`config.mk`:
```
export PLATFORM = sky130hd
export DESIGN_NAME = vga_timing_gen
export DESIGN_NICKNAME = d
export VERILOG_FILES = /design/src/rtl/vga_pkg.sv /design/src/rtl/vga_wrap_counter.sv /design/src/rtl/vga_timing_gen.sv
export SDC_FILE = /design/constraint.sdc
export NUM_CORES = 1
export LEC_CHECK = 0
export CORE_MARGIN = 4
export CORE_UTILIZATION = 53
export CTS_CLUSTER_SIZE = 14
export DETAILED_ROUTE_END_ITERATION = 7
export GPL_ROUTABILITY_DRIVEN = 0
export GPL_TIMING_DRIVEN = 0
export PLACE_DENSITY = 0.75
export SLEW_MARGIN = 20
export SYNTH_ARGS = -nofsm -noshare
export SYNTH_HDL_FRONTEND = slang
export SYNTH_SLANG_ARGS = --single-unit
```
`constraint.sdc`:
```
create_clock -name vga_clk -period 2.3 [get_ports vga_clk]
set_input_delay 0.46 -clock vga_clk [delete_from_list [all_inputs] [get_ports vga_clk]]
set_output_delay 0.46 -clock vga_clk [all_outputs]
set_load 0.03 [all_outputs]
```
`src/rtl/vga_pkg.sv`:
```
// vga_pkg
// Shared VGA timing definitions: default 640x480@60 timing constants, the
// derived line/frame totals and the coordinate width. Sprite renderers pull
// their screen dimensions from here so they always agree with the timing
// generator.
package vga_pkg;

  // Coordinate width used for counters and DrawX/DrawY.
  localparam int COORD_W = 10;
  // Largest total a COORD_W-bit counter can cover.
  localparam int COORD_SPAN = 32'd1 << COORD_W;

  // Default horizontal timing (pixels).
  localparam int H_VISIBLE_DEF = 640;
  localparam int H_FRONT_DEF   = 16;
  localparam int H_SYNC_DEF    = 96;
  localparam int H_BACK_DEF    = 48;

  // Default vertical timing (lines).
  localparam int V_VISIBLE_DEF = 480;
  localparam int V_FRONT_DEF   = 10;
  localparam int V_SYNC_DEF    = 2;
  localparam int V_BACK_DEF    = 33;

  // Total length of one axis: visible + front porch + sync + back porch.
  function automatic int span_total(input int visible, input int front,
                                    input int sync, input int back);
    return visible + front + sync + back;
  endfunction

  localparam int H_TOTAL_DEF = span_total(H_VISIBLE_DEF, H_FRONT_DEF,
                                          H_SYNC_DEF, H_BACK_DEF);
  localparam int V_TOTAL_DEF = span_total(V_VISIBLE_DEF, V_FRONT_DEF,
                                          V_SYNC_DEF, V_BACK_DEF);

  // Screen dimensions for renderers.
  localparam int SCREEN_W = H_VISIBLE_DEF;
  localparam int SCREEN_H = V_VISIBLE_DEF;

  typedef logic [COORD_W-1:0] coord_t;

endpackage

```
`src/rtl/vga_wrap_counter.sv`:
```
// vga_wrap_counter
// Up-counter over 0..TOP that wraps to 0, with enable and an asynchronous
// active-low reset to PRESET. It exports the value the counter will hold
// after the coming edge (next_count) so a parent can register decoded
// outputs in the same cycle the counter moves.
// Ports:
//   clk        - counting clock
//   rst_n      - asynchronous active-low reset, loads PRESET
//   en         - count enable
//   next_count - value loaded on the next clk edge
//   wrap       - high when enabled and the counter sits at TOP
module vga_wrap_counter
  import vga_pkg::*;
#(
  parameter int WIDTH  = COORD_W,
  parameter int TOP    = 1,
  parameter int PRESET = 0
) (
  input  logic             clk,
  input  logic             rst_n,
  input  logic             en,
  output logic [WIDTH-1:0] next_count,
  output logic             wrap
);

  localparam logic [WIDTH-1:0] TOP_L    = WIDTH'(TOP);
  localparam logic [WIDTH-1:0] PRESET_L = WIDTH'(PRESET);
  localparam logic [WIDTH-1:0] ONE_L    = WIDTH'(32'd1);
  localparam logic [WIDTH-1:0] ZERO_L   = WIDTH'(32'd0);

  logic [WIDTH-1:0] count_r;
  logic [WIDTH-1:0] next_s;
  logic             wrap_s;

  // Next-value and wrap computation.
  always_comb begin
    next_s = count_r;
    wrap_s = 1'b0;
    if (en) begin
      if (count_r == TOP_L) begin
        next_s = ZERO_L;
        wrap_s = 1'b1;
      end else begin
        next_s = count_r + ONE_L;
        wrap_s = 1'b0;
      end
    end else begin
      next_s = count_r;
      wrap_s = 1'b0;
    end
  end

  // Counter state register.
  always_ff @(posedge clk or negedge rst_n) begin
    if (!rst_n) begin
      count_r <= PRESET_L;
    end else begin
      count_r <= next_s;
    end
  end

  assign next_count = next_s;
  assign wrap       = wrap_s;

endmodule

```
`src/rtl/vga_timing_gen.sv`:
```
// vga_timing_gen
// VGA raster timing generator. A horizontal and a vertical wrap counter walk
// the full raster; sync, blank and start pulses are decoded from the counters'
// next values and registered, so every output lines up with DrawX/DrawY in
// the same cycle and no port is driven combinationally.
// Ports:
//   vga_clk     - pixel clock, the only clock
//   reset_n     - asynchronous active-low reset (released synchronously upstream)
//   hs, vs      - horizontal / vertical sync, active-low
//   blank       - high on visible pixels (draw enable)
//   DrawX/DrawY - current column / row, tracking the counters everywhere
//   frame_start - one-cycle pulse at pixel (0,0)
//   line_start  - one-cycle pulse at column 0 of every line
module vga_timing_gen
  import vga_pkg::*;
#(
  parameter int H_VISIBLE = H_VISIBLE_DEF,
  parameter int H_FRONT   = H_FRONT_DEF,
  parameter int H_SYNC    = H_SYNC_DEF,
  parameter int H_BACK    = H_BACK_DEF,
  parameter int V_VISIBLE = V_VISIBLE_DEF,
  parameter int V_FRONT   = V_FRONT_DEF,
  parameter int V_SYNC    = V_SYNC_DEF,
  parameter int V_BACK    = V_BACK_DEF
) (
  input  logic               vga_clk,
  input  logic               reset_n,
  output logic               hs,
  output logic               vs,
  output logic               blank,
  output logic [COORD_W-1:0] DrawX,
  output logic [COORD_W-1:0] DrawY,
  output logic               frame_start,
  output logic               line_start
);

  localparam int H_TOTAL = span_total(H_VISIBLE, H_FRONT, H_SYNC, H_BACK);
  localparam int V_TOTAL = span_total(V_VISIBLE, V_FRONT, V_SYNC, V_BACK);

  // Decode thresholds carry one extra bit so a sync window ending exactly at
  // the counter span cannot alias to zero.
  localparam int EXT_W = COORD_W + 1;
  localparam logic [EXT_W-1:0] H_VIS_L    = EXT_W'(H_VISIBLE);
  localparam logic [EXT_W-1:0] HS_START_L = EXT_W'(H_VISIBLE + H_FRONT);
  localparam logic [EXT_W-1:0] HS_END_L   = EXT_W'(H_VISIBLE + H_FRONT + H_SYNC);
  localparam logic [EXT_W-1:0] V_VIS_L    = EXT_W'(V_VISIBLE);
  localparam logic [EXT_W-1:0] VS_START_L = EXT_W'(V_VISIBLE + V_FRONT);
  localparam logic [EXT_W-1:0] VS_END_L   = EXT_W'(V_VISIBLE + V_FRONT + V_SYNC);
  localparam logic [COORD_W-1:0] COORD_ZERO_L = COORD_W'(32'd0);

  if ((H_TOTAL > COORD_SPAN) || (V_TOTAL > COORD_SPAN)) begin : g_bad_timing
    $error("vga_timing_gen: H_TOTAL and V_TOTAL must not exceed the 10-bit coordinate span");
  end

  logic [COORD_W-1:0] hc_next_s;
  logic [COORD_W-1:0] vc_next_s;
  logic               h_wrap_s;
  logic               v_wrap_s;
  logic [EXT_W-1:0]   hc_ext_s;
  logic [EXT_W-1:0]   vc_ext_s;
  logic               hs_next_s;
  logic               vs_next_s;
  logic               blank_next_s;

  logic               hs_r;
  logic               vs_r;
  logic               blank_r;
  logic [COORD_W-1:0] draw_x_r;
  logic [COORD_W-1:0] draw_y_r;
  logic               frame_start_r;
  logic               line_start_r;

  // Both counters preset to their last position so the first edge after
  // reset release wraps them together onto pixel (0,0).
  vga_wrap_counter #(
    .WIDTH  (COORD_W),
    .TOP    (H_TOTAL - 1),
    .PRESET (H_TOTAL - 1)
  ) u_hcount (
    .clk        (vga_clk),
    .rst_n      (reset_n),
    .en         (1'b1),
    .next_count (hc_next_s),
    .wrap       (h_wrap_s)
  );

  vga_wrap_counter #(
    .WIDTH  (COORD_W),
    .TOP    (V_TOTAL - 1),
    .PRESET (V_TOTAL - 1)
  ) u_vcount (
    .clk        (vga_clk),
    .rst_n      (reset_n),
    .en         (h_wrap_s),
    .next_count (vc_next_s),
    .wrap       (v_wrap_s)
  );

  assign hc_ext_s = {1'b0, hc_next_s};
  assign vc_ext_s = {1'b0, vc_next_s};

  // Sync and blank decode of the upcoming counter position.
  always_comb begin
    hs_next_s    = 1'b1;
    vs_next_s    = 1'b1;
    blank_next_s = 1'b0;
    if ((hc_ext_s >= HS_START_L) && (hc_ext_s < HS_END_L)) begin
      hs_next_s = 1'b0;
    end else begin
      hs_next_s = 1'b1;
    end
    if ((vc_ext_s >= VS_START_L) && (vc_ext_s < VS_END_L)) begin
      vs_next_s = 1'b0;
    end else begin
      vs_next_s = 1'b1;
    end
    if ((hc_ext_s < H_VIS_L) && (vc_ext_s < V_VIS_L)) begin
      blank_next_s = 1'b1;
    end else begin
      blank_next_s = 1'b0;
    end
  end

  // Output registers; a wrap of hc means the next column is 0, and a wrap
  // of vc (only possible together with hc) means the next pixel is (0,0).
  always_ff @(posedge vga_clk or negedge reset_n) begin
    if (!reset_n) begin
      hs_r          <= 1'b1;
      vs_r          <= 1'b1;
      blank_r       <= 1'b0;
      draw_x_r      <= COORD_ZERO_L;
      draw_y_r      <= COORD_ZERO_L;
      frame_start_r <= 1'b0;
      line_start_r  <= 1'b0;
    end else begin
      hs_r          <= hs_next_s;
      vs_r          <= vs_next_s;
      blank_r       <= blank_next_s;
      draw_x_r      <= hc_next_s;
      draw_y_r      <= vc_next_s;
      frame_start_r <= v_wrap_s;
      line_start_r  <= h_wrap_s;
    end
  end

  assign hs          = hs_r;
  assign vs          = vs_r;
  assign blank       = blank_r;
  assign DrawX       = draw_x_r;
  assign DrawY       = draw_y_r;
  assign frame_start = frame_start_r;
  assign line_start  = line_start_r;

endmodule
```
# Yosys cells after proc, flatten, opt, wreduce, memory -nomap -nowiden
# Cells that the tools add are included.
# Widths: inputs -> output; s select.
# op_classes
add_sub_neg	2
order_cmp	6
n_eq_ne	2
muxes	9
reduce_logical	3
# op_table
op	n
$mux 10	3
$add 10x1->10 const B	2
$eq 10x10->1 const B	2
$lt 10x10->1 const B	2
$lt 10x9->1 const B	2
$ge 10x10->1 const B	1
$ge 10x9->1 const B	1
$mux 1	6
$logic_and 1x1->1	3
# totals
reg_bits	45
inputBits	2
output_inout_bits	25
word_cells	31

# Longest topological paths before layout
# depth
ltp_word	6
mapped_depth	9
depth_no_buf	7

# Modules after synthesis
# Synthesis repeated with hierarchy kept, for this count alone.
# unflattened
hier_cells	134
hier_area_um2	1766.7
# modules_own_cells
module	instances	cells_per_inst	area_per_inst_um2	seq_area_each_um2
vga_timing_gen	1	35	691.9	628.1
vga_wrap_counter (u_vcount)	1	53	546.8	254.0
vga_wrap_counter (u_hcount)	1	46	528.0	259.0

# Worst setup path after synthesis
# No wires, ideal clock.
# synth_timing
path_kind	register to register
from	register u_hcount.count_r[0]
to	register blank_r (netlist: blank)
setup_ns	0.107
arrival_ns	2.029
required_time_ns	2.193
slack_ns	0.165
stages_incl_launch_ff	7
n_path_buf	0
synth_period_minus_slack_ns	2.135
cell_sequence	dfstp_2 > ha_1 > and4_1 > nand3_1 > o31a_1 > o221a_2 > a2111oi_4
# synth_between
elab_chain_cells	6
word_cells_on_any_way	9
classes_between	1 x add/sub; 2 x order compare; 1 x eq/ne; 4 x mux; 1 x reduce/logical
# synth_rtl
element	line_no	rtl
start, declared	vga_wrap_counter.sv:31	logic [WIDTH-1:0] count_r;
start signal, assigned	vga_wrap_counter.sv:58	count_r <= next_s;
branches (longest 4 deep; another with $add 10x1->10)	--	
$logic_and 1x1->1 (*)	vga_timing_gen.sv:117	if ((hc_ext_s < H_VIS_L) && (vc_ext_s < V_VIS_L)) begin
$mux 1 (*)	vga_timing_gen.sv:117	
via blank_next_s	vga_timing_gen.sv:63	logic blank_next_s;
end signal, assigned	vga_timing_gen.sv:138	blank_r <= blank_next_s;
end, declared	vga_timing_gen.sv:67	logic blank_r;
# Mark *: on every way through the listed nets, which the timed path passes.

# Worst setup path after layout
# layout_timing
from	register u_hcount.count_r[1]
to	register blank_r (netlist: blank)
# Same word-level chain as after synthesis.

==> results.ini <==
[synthesis]
synth-compound-area-share_pct=14.4
synth_edf_count=0
synth_top_family_by_area=simple AND/OR/NAND/NOR gates
yosysMostFrequentCell=sky130_fd_sc_hd__dfrtp_1
ys_seq_area_share_pct=49.7
dominantRegCellSynth=sky130_fd_sc_hd__dfrtp_1
synth.lib_cells_used.distinct=43
syn_area_sq_mm=0.00179
leading_area_contributor_after_synthesis=sky130_fd_sc_hd__dfrtp_1
synth-warning-count=0
number_of_instances_in_the_synthesized_netlist=171
synth_fa_ha_area_share_pct=2.79
yosys-top-cells-count=sky130_fd_sc_hd__dfrtp_1, sky130_fd_sc_hd__nand2_1, sky130_fd_sc_hd__buf_4, sky130_fd_sc_hd__dfstp_2, sky130_fd_sc_hd__nand3_1
netlist_top_cells_area=sky130_fd_sc_hd__dfrtp_1, sky130_fd_sc_hd__dfstp_2, sky130_fd_sc_hd__buf_4, sky130_fd_sc_hd__nand2_1, sky130_fd_sc_hd__xor2_1
async_flop_share_pct=100
syn-num-nets=177
muxShareOfSynthArea_pct=0.558
synth.avg_cell_area_sq_um=10.5
yosys.area_share.simple_pct=19.9
yosys.area.top_type_share_pct=32.1
synth-seq-cells=35
yosys.area_share.xor_xnor_pct=4.39

[sta]
rsz0062_at_grt=false
worst_slew_margin_rel_pct=52.4
final.period_utilization_pct=96.9
timing.clock.skew_ns=0.00548
finalHoldViolCount=0
final-max-slew-violation-count=0
tightest_slew_ns=0.713
post-route-min-period_ns=2.23
max_clock_freq_mhz=449
setup_viol=0

[floorplanning]
fp-row-count=20
io_pins=27
floorplan_die_area_sq_mm=0.00438
die_height_um=66.2
floorplan.core_area_sq_mm=0.00315
initial_core_utilization_pct=56.9
fp.dieW_um=66.2

[clocking]
cts_htree_levels=2
cts-buffers-inserted=5
clk_root_buffer_cell=sky130_fd_sc_hd__clkbuf_4
cts.path.max_buffers=2
cts.sinks=35
worst_skew_pair.late_latency_ns=0.35
cts_tree=built
clock_input_transition_at_the_sequential_cells_of_the_worst_setup_and_hold_paths_ns=0.12

[min_path]
hold_path.class=input port to async pin

[place]
hpwl_mm=2.70
port_buffers=26

[power_and_ir_drop]
power_dens_cells_mw_per_mm2=442
post-layout-total-power_mw=0.979
leakage_nw=0.902
vdd_ir_drop_max_mv=0.384

[detailed_routing]
remaining_drc_errors=0
number_of_drc_violations_after_detailed_routing_iteration_0=45
detail-route-antenna-nets=0
detailedRoute.firstPassIterationCount=4
detail_route.wirelength_mm=3.72
detail_route.vias_per_cell=5.51
detail_route.wl_per_cell_um=14.8
vias=1384

[grt]
antenna_found_initial=0
grt.total_usage_pct=19.1
first_global_vias=1336
largest_net_degree_at_the_start_of_global_routing=36
globalRoute.totalOverflow=0
grt_pass1_wl_mm=6.35

[final_layout]
nFillCells=248
post_route_cells_drive_above_1_share_pct=25.6
finalNetCount=212
flow.area_growth_from_synthesis_pct=23.4
n_antenna_cell=0
layout.core_utilization_pct=70.2

[worst_setup_path]
cp_data_required_time_ns=2.55
worstPathMaxFanout=6
path_class=register to register
critPathArrivalTime_ns=2.48
crit_path_end_kind=register
critical_path.startpoint_type=register

[status]
run_status=completed

[run]
drv_cap=0

-- worst max-delay path, cell delays in order (launching register included) --
cell and delay, ns:
sky130_fd_sc_hd__dfstp_2 0.61, sky130_fd_sc_hd__ha_4 0.18, sky130_fd_sc_hd__and4_4 0.26, sky130_fd_sc_hd__nand3_1 0.13, sky130_fd_sc_hd__o31a_1 0.35, sky130_fd_sc_hd__o221a_2 0.33
sky130_fd_sc_hd__a2111oi_4 0.28
-- through the flow --
| step | instance area (sq um) | hold WS (ns) | worst slack [ns] | instances | TNS, ns |
|---|---|---|---|---|---|
| after floorplan | 1790 | 0.164 | 0.165 | 171 | 0 |
| after global placement | 2110 | 0.523 | -0.117 | 241 | -0.147 |
| after detailed placement | 2100 | 0.556 | -0.144 | 241 | -0.360 |
| after CTS | 2190 | 0.177 | 0.0133 | 250 | 0 |
| after global routing | 2210 | 0.199 | 0.00108 | 251 | 0 |
| final | 2210 | 0.153 | 0.0722 | 251 | 0 |
-- power breakdown --
part / switching [mW] / leakage, nW / internal (mW)
Sequential: 0 / 0.427 / 0.616
Combinational: 0.0105 / 0.447 / 0.000611
Clock: 0.229 / 0.0278 / 0.122
Total: 0.240 / 0.902 / 0.739
-- flip-flops by register name (all words and copies together) (netlist names) --
signal            flops
hs                    1
frame_start           1
line_start            1
blank                 1
DrawY                 3
u_vcount.count_r     10
vs                    1
DrawX                 7
u_hcount.count_r     10
-- metal layers --
metal,share of wire [%],GRT usage [%],up-vias,wire [um]
met5,0,0,-,0
met4,1.3,5.58,0,50
met3,5.1,5.61,5,188
met2,46,30.1,36,1720
met1,47,25.4,664,1760
li1,-,-,679,-
-- placed cells by master (no fill, tap or decap), drive strengths merged, types with 2 or more instances in the layout --
cell	instances
a2111oi	2
a21oi	8
a31oi	2
and4	3
buf	21
clkbuf	5
clkdlybuf4s50	25
clkinvlp	2
dfrtp	23
dfstp	12
ha	4
inv	7
nand2	15
nand2b	3
nand3	10
nand4	4
nor2	7
nor2b	3
nor3	5
nor4	5
o21ai	8
o21bai	2
o221a	2
o2bb2ai	2
o31ai	2
or2	2
or3	2
xnor2	3
xor2	6
-- timing repair --
item,in CTS,in global routing
setup endpoints to repair,6,4
resized for setup,4,6
hold buffers,0,0
buffers inserted,1,1
-- cell families after synthesis --
group                      count (synthesis)
AOI/OAI and AO/OA                         35
xor gates and xnor gates                   9
adders and majority gates                  4
buffers and inverters                     24
DFF                                       35
muxes                                      1
and+or+nand+nor                           63
-- path summary, 6_finish.rpt --
kind                                               start                            end  slack, ns  cells past startpoint
min                                              reset_n                blank$_DFF_PN0_       0.15                      1
min reg2reg                u_vcount.count_r[2]$_DFF_PN1_  u_vcount.count_r[2]$_DFF_PN1_       0.57                      1
max reg2reg                u_hcount.count_r[1]$_DFF_PN1_                blank$_DFF_PN0_       0.07                      6
max                        u_hcount.count_r[1]$_DFF_PN1_                blank$_DFF_PN0_       0.07                      6
max in group asynchronous                        reset_n             DrawY[2]$_DFF_PN0_       1.70                      1
min in group vga_clk       u_vcount.count_r[2]$_DFF_PN1_  u_vcount.count_r[2]$_DFF_PN1_       0.57                      1
-- layout make-up --
cell class	instances	area, sq um	area share (%)
Inverter	6	22.5	1.02
Timing Repair Buffer	28	270	12.2
Buffer	18	133	5.99
Sequential cell	35	891	40.2
Clock inverter	3	23.8	1.07
Multi-Input combinational cell	112	782	35.3
Clock buffer	5	37.5	1.69
Tap cell	44	55.1	2.49
Power figures use the tool's default switching activity.
==> RTL edit 1 (same settings) <==
Make the reset (`reset_n` and `rst_n`) synchronous in 2 clocked blocks. Comments in the files are not updated.
--- a/src/rtl/vga_wrap_counter.sv
+++ b/src/rtl/vga_wrap_counter.sv
@@ -52,5 +52,5 @@
 
   // Counter state register.
-  always_ff @(posedge clk or negedge rst_n) begin
+  always_ff @(posedge clk) begin
     if (!rst_n) begin
       count_r <= PRESET_L;
--- a/src/rtl/vga_timing_gen.sv
+++ b/src/rtl/vga_timing_gen.sv
@@ -124,5 +124,5 @@
   // Output registers; a wrap of hc means the next column is 0, and a wrap
   // of vc (only possible together with hc) means the next pixel is (0,0).
-  always_ff @(posedge vga_clk or negedge reset_n) begin
+  always_ff @(posedge vga_clk) begin
     if (!reset_n) begin
       hs_r          <= 1'b1;
Function: differs if reset_n is asserted again (counterexample within 4 cycles, from zero or initial values and one cycle with reset_n low); with reset_n held inactive, the same outputs for 10 cycles.
==> RTL edit 1 against the original RTL <==
  * Count of clock-buffer cells in the layout grew 1
  * Worst setup slack gained 0.022 ns
  * Worst hold slack gained 0.33 ns
  * Synthesized cell count grew 18%
  * Non-clock buffer count grew 4
  * Sequential cell count is the same
  * Largest cell class is now multi-input gates
  * Wire length grew 6.9%
  * Design area shrank 1.1%
  * Critical path depth grew 1
  * Area after synthesis shrank 5.0%
Power is left out: it rests on default switching activity, and per cell area and clock period it moved more than threefold.
==> RTL edit 1: results (changes against the original RTL) <==
vias in the first global route 1,455 (+8.9%); r2r setup slk 0.09 ns (+0.02 ns); Yosys cell types 41 (-4.7%); Adder-Cell Fraction of Synth Area 2.93% (+0.15 points); Post-synth top cells 35 x dfxtp_1, 16 x nand2_1, 14 x a21oi_1; first-pass detailed-route iteration total 5 (+1); Met1 Wirelength 1.76 mm (+0.11%); Final min period 2.21 ns (-0.0224 ns); RR Startpoint u_hcount.count_r[0]$_SDFF_PN1_; Detailed Route Iter0 Violations 151 (+240%); M1 GR Usage 28.5% (+3.1 points); Ys Warns 0 (unchanged); DP Cell Count 272 (+13%); GR met3 Demand/Resource 5.03% (-0.59 points); Synth Area in Compound Gates 13.7% (-0.65 points); nets 245 (+16%); first-pass GRT wire length 6.83 mm (+7.5%); final WL 3.97 mm (+6.9%); pre-CTS setup slack -0.340 ns (-0.196 ns); top cells by area, synth dfxtp_1 41%, buf_4 4.4%, a21oi_1 4.1%; Syn Area/Cell 8.44 um2 (-20%); final HPWL from detailed placement 2.80 mm (+3.7%); highest metal layer with signal wires met4; CP peak stage delay 0.54 ns (-0.07 ns); asr flop ratio synth 0% (-100 points); layout cells sized above 1 17.5% (-8.1 points); Synth Net Count 208 (+18%); TritonCTS buffer count 5 (unchanged); Worst Tran Pin Value 0.529 ns (-0.185 ns); Bufs on Longest Clock Path 2 (unchanged); Layout Skew 0.0104 ns (+0.00496 ns); final-layout fill cell count 257 (+3.6%); htree depth 2 (unchanged); status completed; Met3 Routed Length 329 um (+75%); Layout Cells excl Fill 284 (+13%); worst hold start u_hcount.count_r[0]$_SDFF_PN1_; initial antenna violation count 0 (unchanged); M2 GR Usage 31.2% (+1.1 points); mux cell area share after synthesis 1.76% (+1.2 points); Worst Path Arrival 2.44 ns (-0.04 ns); WHS 0.485 ns (+0.331 ns); Min-Delay Path Depth 1; sequential share of the synthesized area 41.1% (-8.6 points); Main synth FF type dfxtp_1; largest net degree at the start of global routing 12 (-67%); DP Area 2020 um2 (-4.0%); Crit Reg-Reg Endpoint vs$_SDFF_PN1_; metal2 WL 1.80 mm (+4.9%); Reg2Reg Depth 7 (+1); family with the most delay on the worst path simple AND/OR/NAND/NOR gates; gr usage total 21.2% (+2.1 points); Worst-path clk slew 0.11 ns; crit path max-delay cell type or4_1; Synth Area in XOR/XNOR 2.57% (-1.8 points); worst hold path class flip-flop to flip-flop; vias post-DR 1,603 (+16%); worst-path maximum fanout 6 (unchanged); clk_lat worst skew 0.35 ns (about the same)
==> RTL edit 1: area by class of cell <==
class / count / area [um2] / share of cell area, %
plain buffers: 19 / 121 / 5.54
clock buffers: 6 / 41.3 / 1.88
clock inverters: 2 / 60.1 / 2.74
inverters: 8 / 30.0 / 1.37
multi-input cells: 139 / 878 / 40.1
flip-flops and latches: 35 / 707 / 32.3
well taps: 44 / 55.1 / 2.51
repair buffers: 31 / 298 / 13.6
==> RTL edit 1: worst max path at each step <==
stage / from / cells after the start / end / slack, ns
floorplan: u_hcount.count_r[0]$_SDFF_PN1_ / 6 / vs$_SDFF_PN1_ / 0.16
global placement: u_hcount.count_r[0]$_SDFF_PN1_ / 7 / vs$_SDFF_PN1_ / -0.36
detailed placement: u_hcount.count_r[0]$_SDFF_PN1_ / 7 / vs$_SDFF_PN1_ / -0.34
CTS: u_hcount.count_r[0]$_SDFF_PN1_ / 7 / vs$_SDFF_PN1_ / 0.03
global route: u_hcount.count_r[1]$_SDFF_PN1_ / 7 / vs$_SDFF_PN1_ / -0.009
finish: u_hcount.count_r[0]$_SDFF_PN1_ / 7 / vs$_SDFF_PN1_ / 0.09
==> RTL edit 1: what timing repair did <==
item                                    CTS  global route
pin swaps                                 1             1
hold endpoints to repair                  0             0
endpoints found under the setup margin    7             5
gates cloned                              0             0
buffers inserted                          4             1
gates resized for setup                   4             8
hold buffers                              0             0
==> RTL edit 1: logic make-up after synthesis <==
logic type | count (synthesis)
AO/OA/AOI/OAI | 39
XOR/XNOR | 5
adder cells (fa/ha/maj) | 4
buffers and inverters | 28
flip-flops | 35
multiplexers | 3
AND/OR/NAND/NOR | 88
==> RTL edit 2 (config.mk and constraints unchanged) <==
Made on the original files. The package constant `COORD_W` goes from 10 to 11.
--- a/src/rtl/vga_pkg.sv
+++ b/src/rtl/vga_pkg.sv
@@ -7,5 +7,5 @@
 
   // Coordinate width used for counters and DrawX/DrawY.
-  localparam int COORD_W = 10;
+  localparam int COORD_W = 11;
   // Largest total a COORD_W-bit counter can cover.
   localparam int COORD_SPAN = 32'd1 << COORD_W;
Ports: changed (resized DrawX and DrawY); port bits go from 27 to 29. The function was not compared with the original's and may differ.
==> RTL edit 2 against the original RTL <==
  * First-iteration DRC count up 62%
  * Sequential cell count grew 2
  * Worst setup slack better by 0.011 ns
  * Largest cell class unchanged
  * Via count up 3.3%
  * Total power up 2.9%
  * Global-route usage hardly changed
  * Count of clock-buffer cells in the layout is the same
  * Worst hold slack gained 0.40 ns
  * Core utilization is 3.9 points higher
  * Non-clock buffer count increased by 10
  * Area after synthesis fell by 0.84%
  * Wire length rose by 0.57%
  * Design area increased by 4.7%
==> RTL edit 2: results (changes against the original RTL) <==
nets 217 (+2.4%); pre-CTS setup slack -0.174 ns (-0.0292 ns); Worst Path Arrival 2.49 ns; IO buf count 28 (+7.7%); Bufs on Longest Clock Path 2 (unchanged); Layout Skew 0.0210 ns (+0.0156 ns); net switching power figure 0.234 mW (-2.3%); asr flop ratio synth 100% (unchanged); Crit Reg-Reg Endpoint vs$_DFF_PN1_; TritonCTS buffer count 5 (unchanged); top cells by area, synth dfrtp_1 35%, dfstp_2 18%, buf_4 5.1%; initial antenna violation count 0 (unchanged); total power 1.01 mW (+2.9%); final HPWL from detailed placement 2.61 mm (-3.4%); gr usage total 19.1% (-0.040 points); clock root cell clkbuf_4; worst-path maximum fanout 8 (+2); clk_lat worst skew 0.35 ns (about the same); Comb. pwr 0.0192 mW (+73%); Adder-Cell Fraction of Synth Area 2.11% (-0.68 points); status completed; Post-synth top cells 25 x dfrtp_1, 14 x nand2_1, 12 x buf_4, 12 x dfstp_2; vias in the first global route 1,415 (+5.9%); first-pass GRT wire length 6.14 mm (-3.4%); VDD IR max 0.403 mV (+4.8%); Synth Area in Compound Gates 10.2% (-4.2 points); Worst Tran Pin Value 0.384 ns (-0.329 ns); worst hold path class input port to asynchronous set/reset pin; Synth Area in XOR/XNOR 6.89% (+2.5 points); Worst-path clk slew 0.12 ns (about the same); Ys Warns 0 (unchanged); WL per Instance 14.5 um (-1.8%); WHS 0.551 ns (+0.397 ns); Yosys cell types 46 (+7.0%); Detailed Route Iter0 Violations 73 (+62%); Ant. Diodes 0 (unchanged); DR vias/cell 5.56 (+0.91%); r2r setup slk 0.08 ns; Synth Net Count 171 (-3.4%); layout cells sized above 1 27.2% (+1.6 points); sequential share of the synthesized area 52.9% (+3.2 points); mux cell area share after synthesis 0% (-0.56 points); RR Startpoint u_vcount.count_r[6]$_DFF_PN0_; Netlist Area Pre-Place 1780 um2 (-0.84%); clock network power 0.337 mW (-4%); largest net degree at the start of global routing 23 (-36%); Reg2Reg Depth 6 (unchanged); htree depth 2 (unchanged); first-pass detailed-route iteration total 4 (unchanged); LEAKAGE 1.04 nW (+15%)
RTL edit 2: cell count changes after synthesis, sizes merged, moves of 3 or more:
cell	change
a21oi	-6
and2	+4
and3	+4
buf	-4
clkbuf	+3
nor2b	-3
nor3	-3
nor4	-3
xnor2	+5
RTL edit 2: metrics by stage:
stage	util [%]	instances	cell area, um2	setup TNS [ns]
floorplan	-	166	1780	0
global placement	67.6	238	2110	-0.572
global route	74.1	257	2320	0
detailed placement	68.3	239	2140	-0.815
finish	74.1	257	2320	0
CTS	70.5	248	2200	0
RTL edit 2: worst max path at each step:
stage / endpoint / startpoint / slack [ns] / cells past startpoint
2_1_floorplan: u_vcount.count_r[8]$_DFF_PN0_ / u_hcount.count_r[0]$_DFF_PN1_ / 0.16 / 8
3_3_place_gp: DrawY[9]$_DFF_PN0_ / u_hcount.count_r[0]$_DFF_PN1_ / -0.15 / 9
3_5_place_dp: DrawY[9]$_DFF_PN0_ / u_hcount.count_r[0]$_DFF_PN1_ / -0.17 / 9
4_1_cts: DrawY[9]$_DFF_PN0_ / u_hcount.count_r[0]$_DFF_PN1_ / 0.04 / 9
5_1_grt: u_vcount.count_r[8]$_DFF_PN0_ / u_hcount.count_r[6]$_DFF_PN0_ / 0.002 / 7
6_report: vs$_DFF_PN1_ / u_vcount.count_r[6]$_DFF_PN0_ / 0.08 / 6
RTL edit 2: final cells by class:
class / count / area [um2]
buffer: 16 / 120
clock buffer: 5 / 37.5
clock inverter: 3 / 17.5
fill: 231 / 810
inverter: 6 / 23.8
multi-input combinational: 106 / 733
sequential: 37 / 943
tap: 44 / 55.1
timing repair buffer: 40 / 388
RTL edit 2: kinds of logic after synthesis:
kind of cell	after synthesis
buffers and inverters	23
AO/OA/AOI/OAI	27
XOR/XNOR	14
flip-flops	37
AND/OR/NAND/NOR	62
adder cells (fa/ha/maj)	3
RTL edit 2: worst max-delay path, stage by stage (launching register included):
cell       delay, ns
dfrtp_1         0.49
or4b_2          0.73
nor3_4          0.26
buf_4           0.19
o2111ai_1       0.10
a32oi_1         0.22
nand4b_1        0.14
RTL edit 2: repair_timing:
action | 4_1_cts | 5_1_grt
pin swaps | 1 | 1
hold buffers | 0 | 1
setup buffers | 1 | 9
setup endpoints to repair | 11 | 7
resized for setup | 2 | 8
endpoints found under the hold margin | 0 | 3
RTL edit 2: layer usage:
layer | track usage (%) | wire length [um] | up-vias
met4 | 8.38 | 75 | 0
met5 | 0 | 0 | -
li1 | - | - | 673
met2 | 32.9 | 1900 | 39
met3 | 6.63 | 175 | 7
met1 | 21.0 | 1590 | 711
